## config.mk

```make
export PLATFORM = sky130hd
export DESIGN_NAME = simple_cpu
export DESIGN_NICKNAME = d
export VERILOG_FILES = /design/src/rtl/simple_cpu.sv
export SDC_FILE = /design/constraint.sdc
export NUM_CORES = 1
export LEC_CHECK = 0
export ABC_AREA = 1
export BUFFER_PORTS_ARGS = -buffer_cell sky130_fd_sc_hd__buf_2
export CAP_MARGIN = 5
export CORE_MARGIN = 2
export CORE_UTILIZATION = 43
export CTS_CLUSTER_DIAMETER = 30
export DETAILED_ROUTE_END_ITERATION = 10
export PLACE_DENSITY = 0.86
export SLEW_MARGIN = 20
export SYNTH_ARGS = -nofsm -noshare
export SYNTH_HDL_FRONTEND = slang
export SYNTH_SLANG_ARGS = --single-unit
```

## constraint.sdc

```tcl
create_clock -name clk -period 1.2 [get_ports clk]
set_input_delay 0.24 -clock clk [delete_from_list [all_inputs] [get_ports clk]]
set_output_delay 0.24 -clock clk [all_outputs]
set_load 0.01 [all_outputs]
```

## src/rtl/simple_cpu.sv

```systemverilog
// -----------------------------------------------------------------------------
// simple_cpu
//
// Minimal multi-cycle 8-bit CPU core. It has a 4-entry register file, a
// 32-word data memory and a two-operation ALU. There is no program counter.
// The core executes the 20-bit word on `instruction` and fetches it again at
// the start of every instruction cycle.
//
// Every instruction takes exactly three clocks:
//   S_FETCH : latch the word into ir and read regfile[X1], [X2] and [X3]
//             into the operand registers.
//   S_EXEC  : compute the ALU result and the memory address. Both are
//             computed for every instruction type; only S_WB decides which
//             one is used.
//   S_WB    : perform at most one write, to regfile (ALU / LOAD_R) or to
//             data_mem (STORE_R).
//
// Encoding:
//   [19:18] type   00 NOP, 01 ALU, 10 LOAD_R, 11 STORE_R
//   [17:16] X1     destination register, or store-data register
//   [15:14] X2     ALU source A, or address base register
//   [13:12] X3     ALU source B
//   [11:4]  OFFSET 8-bit unsigned address offset
//   [3:0]   ALU opcode: 0 ADD, 1 SUB
//
// Configuration macro: SIMPLE_CPU_EXT_ALU_EN
//   When defined, the core adds ALU opcodes 2 AND, 3 OR, 4 XOR and
//   5 pass-through of regfile[X2].
//   When undefined, only opcodes 0 and 1 write; opcodes 2..15 act as NOP.
//
// Ports:
//   clk          in   1   rising-edge clock
//   rst          in   1   asynchronous, active-high reset
//   instruction  in   20  instruction word, held stable by the driver
//   state_dbg    out  2   current FSM state (S_FETCH=0, S_EXEC=1, S_WB=2)
//   ir_dbg       out  20  latched instruction register
//
// Architectural state lives in the arrays `regfile` and `data_mem`.
// -----------------------------------------------------------------------------
module simple_cpu #(
  parameter int DATA_WIDTH  = 8,
  parameter int ADDR_BITS   = 5,
  parameter int INSTR_WIDTH = 20
) (
  input  logic                   clk,
  input  logic                   rst,
  input  logic [INSTR_WIDTH-1:0] instruction,
  output logic [1:0]             state_dbg,
  output logic [INSTR_WIDTH-1:0] ir_dbg
);

  localparam logic [1:0] S_FETCH = 2'd0;
  localparam logic [1:0] S_EXEC  = 2'd1;
  localparam logic [1:0] S_WB    = 2'd2;

  localparam logic [1:0] T_NOP   = 2'b00;
  localparam logic [1:0] T_ALU   = 2'b01;
  localparam logic [1:0] T_LOAD  = 2'b10;
  localparam logic [1:0] T_STORE = 2'b11;

  localparam int MEM_WORDS = 2 ** ADDR_BITS;

  // Architectural state
  logic [DATA_WIDTH-1:0] regfile  [0:3];
  logic [DATA_WIDTH-1:0] data_mem [0:MEM_WORDS-1];

  // Pipeline / control registers
  logic [1:0]             state_q,  state_d;
  logic [INSTR_WIDTH-1:0] ir_q,     ir_d;
  logic [DATA_WIDTH-1:0]  op_a_q,   op_a_d;    // regfile[X1], the store data
  logic [DATA_WIDTH-1:0]  op_b_q,   op_b_d;    // regfile[X2]
  logic [DATA_WIDTH-1:0]  op_c_q,   op_c_d;    // regfile[X3]
  logic [DATA_WIDTH-1:0]  result_q, result_d;
  logic [ADDR_BITS-1:0]   addr_q,   addr_d;

  // Combinational helpers
  logic [DATA_WIDTH-1:0] alu_out;
  logic                  alu_ok;
  logic                  reg_we;
  logic                  mem_we;
  logic [DATA_WIDTH-1:0] reg_wdata;

  // ALU. It decodes from ir_q, so the same opcode drives the computation in
  // S_EXEC and the write-enable decision in S_WB.
  always_comb begin
    alu_out = '0;
    alu_ok  = 1'b0;
    case (ir_q[3:0])
      4'd0: begin alu_out = op_b_q + op_c_q; alu_ok = 1'b1; end
      4'd1: begin alu_out = op_b_q - op_c_q; alu_ok = 1'b1; end
`ifdef SIMPLE_CPU_EXT_ALU_EN
      4'd2: begin alu_out = op_b_q & op_c_q; alu_ok = 1'b1; end
      4'd3: begin alu_out = op_b_q | op_c_q; alu_ok = 1'b1; end
      4'd4: begin alu_out = op_b_q ^ op_c_q; alu_ok = 1'b1; end
      4'd5: begin alu_out = op_b_q;          alu_ok = 1'b1; end
`endif
      default: begin alu_out = '0; alu_ok = 1'b0; end
    endcase
  end

  // FSM next-state and datapath
  always_comb begin
    state_d   = state_q;
    ir_d      = ir_q;
    op_a_d    = op_a_q;
    op_b_d    = op_b_q;
    op_c_d    = op_c_q;
    result_d  = result_q;
    addr_d    = addr_q;
    reg_we    = 1'b0;
    mem_we    = 1'b0;
    reg_wdata = result_q;

    case (state_q)
      S_FETCH: begin
        // Operands come from the live word on this same edge. A write to X1
        // in S_WB therefore can never affect this instruction's own sources.
        ir_d    = instruction;
        op_a_d  = regfile[instruction[17:16]];
        op_b_d  = regfile[instruction[15:14]];
        op_c_d  = regfile[instruction[13:12]];
        state_d = S_EXEC;
      end
      S_EXEC: begin
        result_d = alu_out;
        // 8-bit base + offset. Only the low ADDR_BITS are kept, so the
        // address wraps around silently.
        addr_d   = ADDR_BITS'(op_b_q + ir_q[11:4]);
        state_d  = S_WB;
      end
      S_WB: begin
        case (ir_q[19:18])
          T_ALU:   reg_we = alu_ok;
          T_LOAD: begin
            reg_we    = 1'b1;
            reg_wdata = data_mem[addr_q];
          end
          T_STORE: mem_we = 1'b1;
          T_NOP:   reg_we = 1'b0;
          default: reg_we = 1'b0;
        endcase
        state_d = S_FETCH;
      end
      default: state_d = S_FETCH;
    endcase
  end

  // Reset is asynchronous. It drops any in-flight write because writes only
  // happen on the clock edge that leaves S_WB.
  always_ff @(posedge clk or posedge rst) begin
    if (rst) begin
      state_q  <= S_FETCH;
      ir_q     <= '0;
      op_a_q   <= '0;
      op_b_q   <= '0;
      op_c_q   <= '0;
      result_q <= '0;
      addr_q   <= '0;
      for (int i = 0; i < 4; i++) begin
        regfile[i] <= DATA_WIDTH'(i);
      end
      for (int i = 0; i < MEM_WORDS; i++) begin
        data_mem[i] <= '0;
      end
    end else begin
      state_q  <= state_d;
      ir_q     <= ir_d;
      op_a_q   <= op_a_d;
      op_b_q   <= op_b_d;
      op_c_q   <= op_c_d;
      result_q <= result_d;
      addr_q   <= addr_d;
      if (reg_we) begin
        regfile[ir_q[17:16]] <= reg_wdata;
      end
      if (mem_we) begin
        data_mem[addr_q] <= op_a_q;
      end
    end
  end

  assign state_dbg = state_q;
  assign ir_dbg    = ir_q;

endmodule

```

==> results.md <==
* Total inserted antenna cells at 0
* Number of hold violations in the final report at 0
* TritonRoute pass-1 iters at 4
* Required time of the critical path at roughly 0.96 ns
* Total Neg Setup Slack at 0 ns
* Area taken by flip-flops and latches at approximately 550 um^2
* Compound-cell area share of the yosys netlist at 0.1178
* Total of max-cap violations at 0
* Yosys Warn Count at 0
* Vertical extent of the die at between 40 and 50 um
* Most frequent cells in the layout: 42 x buf_2, 40 x nand2_1, 22 x dfrtp_1, 11 x o21ai_1, 10 x buf_4
* Setup crit end kind: primary output
* Cell area after synthesis at roughly 850 um^2
* Net count of the mapped netlist at 114
* Master of the slowest instance on the critical path: dfrtp_1
* Final worst slack at 0.02066 ns
* Fraction of synthesized cell area taken by the top area cell type at 0.6480
* CTS clk-pin slew, worst paths at 0.12 ns
* Buffer and inverter count on the worst path at 2
* Half-perimeter wire length after detailed placement at 1.454 mm
* Worst-Margin Slew at 0.2888 ns
* # setup viols final at 0
* Design Power at 0.001481 W
* Vias in the first global route at 772
* Leading cell type in the layout, fill and taps excluded: buf_2
* Weighted congestion at the end of routability-driven global placement at 0.7199
* Total of buffers placed on input and output ports at 43
* Global router's overall resource usage at 0.1847
* Final cycle utilization of the critical path at 0.9828
* Placeable core area at between 1500 and 2000 um^2
* Share of final-layout standard cells stronger than drive strength 1 at 0.4069
* Largest family of logic cells by synthesized area: simple AND/OR/NAND/NOR gates
* Worst hold path type: in -> reg
* TritonCTS clock tree: yes
* Final standard cell utilization of the core at 0.6428
* Count of unique library cells instantiated by Yosys at 11
* Post-layout minimum cycle time at 1.179 ns
* Number of flip-flops and latches in the synthesized netlist at 22
* Slew margin rel. at 0.8073
* Num CTS Buffers at 3
* Crit path max fanout at 2
* Initial standard-cell utilization of the core at 0.4467
* Critical path, cell by cell: buf_6 > buf_6
* Root cell of the clock tree: clkbuf_4
* Cell types occupying the most area after synthesis: dfrtp_1 65%, nand2_1 18%, o21ai_0 10%
* Clock insertion delay at the later pin of the skew report at 0.30 ns
* Post-DR vias/cell at 4.605
* Critical path class: reg -> out
* Maximum number of pins on one net before global-route repair at 14
* Data arrival time of the worst path at 0.94 ns
* Area taken by multi-input logic gates at 260.3 um^2
* Initial antenna violation count at 0
* Adder-Cell Fraction of Synth Area at 0
* TritonCTS sink count at 22
* Kind of start point of the critical path: register
* Number of levels the H-tree was split into at 1
* Cell family with the largest share of critical-path delay: flip-flops
* Final wirelength at slightly below 2 mm
* Total of fill cells in the finished design at 173
* Xor and xnor area share after synthesis at 0
* Run status: finished clean
* Area growth, synth to finish at 43.89%
* Unrepaired setup endpoints after global routing: yes
* Starting DRC count in detailed routing at 5
* Final-stage net count at 168
* Fraction of synthesized area in multiplexers at 0
* Maximum clock frequency at around 850 MHz
* Average footprint of a synthesized cell at 9.234 um^2
* Simple logic cell fraction of the synthesized area at 0.1885
* FP Rows at 16
* Placement Cell Area at 1127 um^2
* Power density relative to cell area at 1212 nW/um^2
* Dominant cell type by area after synthesis: dfrtp_1
* Critical path's most frequent cell: buf_6
* Post-synthesis sequential area ratio at 0.6480
* Worst clock skew at approximately 0.0026 ns
* Maximum buffer depth of the clock tree at 2
* Final-report max-slew violation count at 0
* Final instance area at 1222 um^2
* Number of cells produced by synthesis at 92
* Global-route wire length before repair at 3.394 mm
* Overflow left after global routing at 0
* Placement-stage worst setup slack at 0.2119 ns
* Die span in x at roughly 48 um
* Maximum vdd ir drop at roughly 800 uV
* Antenna violation net count after detailed routing at 0
* Via count of the routed design at 792
* Total Die Area at 2347 um^2
* Routed wirelength normalized by instance count at 11.46 um
* Crit path largest cell delay at about 0.41 ns
* I/O pin total at 44
* Number of design rule violations left after detail routing at 0
* P_leak at about 0.65 nW
[flip-flops by register name (all words and copies together), names as in the netlist]
signal / cells
ir_dbg: 20
state_dbg: 2
[logic make-up (layout without fill, tap and decap cells)]
group           count (synthesis)  count (layout)
simple gates                   42              42
compound gates                 20              20
buf+inv                         8              61
flops                          22              22
[metal layers]
| layer | vias up | wire [um] | track usage |
|---|---|---|---|
| met2 | 39 | 943 | 0.3218 |
| met1 | 356 | 866 | 0.2328 |
| li1 | 397 | - | - |
| met4 | 0 | 0 | 0.05714 |
| met3 | 0 | 160 | 0.03704 |
| met5 | - | 0 | 0 |
[final timing paths]
check                               startpoint           end  slack (ns)  cells after the start
worst max-delay path              state_dbg[0]  state_dbg[0]        0.02                      2
worst min-delay path            instruction[8]     ir_dbg[8]        0.13                      3
worst max register to register    state_dbg[0]    ir_dbg[16]        0.09                      5
worst min register to register       ir_dbg[1]     ir_dbg[1]        0.49                      2
max in group asynchronous                  rst    ir_dbg[12]        0.37                      4
min in group asynchronous                  rst     ir_dbg[0]        0.41                      3
[power by group]
group | total, W | internal, W | leakage (nW) | switching, W
logic | 0.000136 | 0.0000655 | 0.366 | 0.0000705
registers | 0.000791 | 0.000775 | 0.257 | 0.0000164
clock network | 0.000554 | 0.000337 | 0.0279 | 0.000216
total | 0.00148 | 0.00118 | 0.651 | 0.000303
[what timing repair did]
action,CTS,global route
hold buffers,1,0
pin swaps,0,0
hold endpoints to repair,6,0
resized for setup,2,8
setup buffers,3,0
endpoints found under the setup margin,1,7
[worst reg2reg max path: stages, from the launching register on]
cell,delay [ns]
dfrtp_1,0.41
buf_6,0.12
buf_4,0.13
buf_4,0.15
o21ai_1,0.12
nand2_1,0.07
[per-stage QoR]
stage,instances,hold WS (ns)
2_1_floorplan,92,0.2292
3_5_place_dp,164,0.1899
3_3_place_gp,164,0.1817
4_1_cts,172,0.1124
5_1_grt,172,0.1095
6_report,172,0.1302
[cell type report]
type	count	area share
Sequential cell	22	0.4504
Inverter	2	0.006141
Timing Repair Buffer	55	0.2600
Tap cell	27	0.02764
Multi-Input combinational cell	62	0.2129
Clock buffer	3	0.01842
Clock inverter	1	0.02457
[cells in the mapped netlist]
master    count
o21ai_1       3
clkbuf_1      1
o21ai_0      17
inv_1         2
buf_4         1
nor2_1        1
dfrtp_1      22
buf_2         2
nor2_2        1
clkbuf_2      2
nand2_1      40
(Power assumes the default switching activity.)
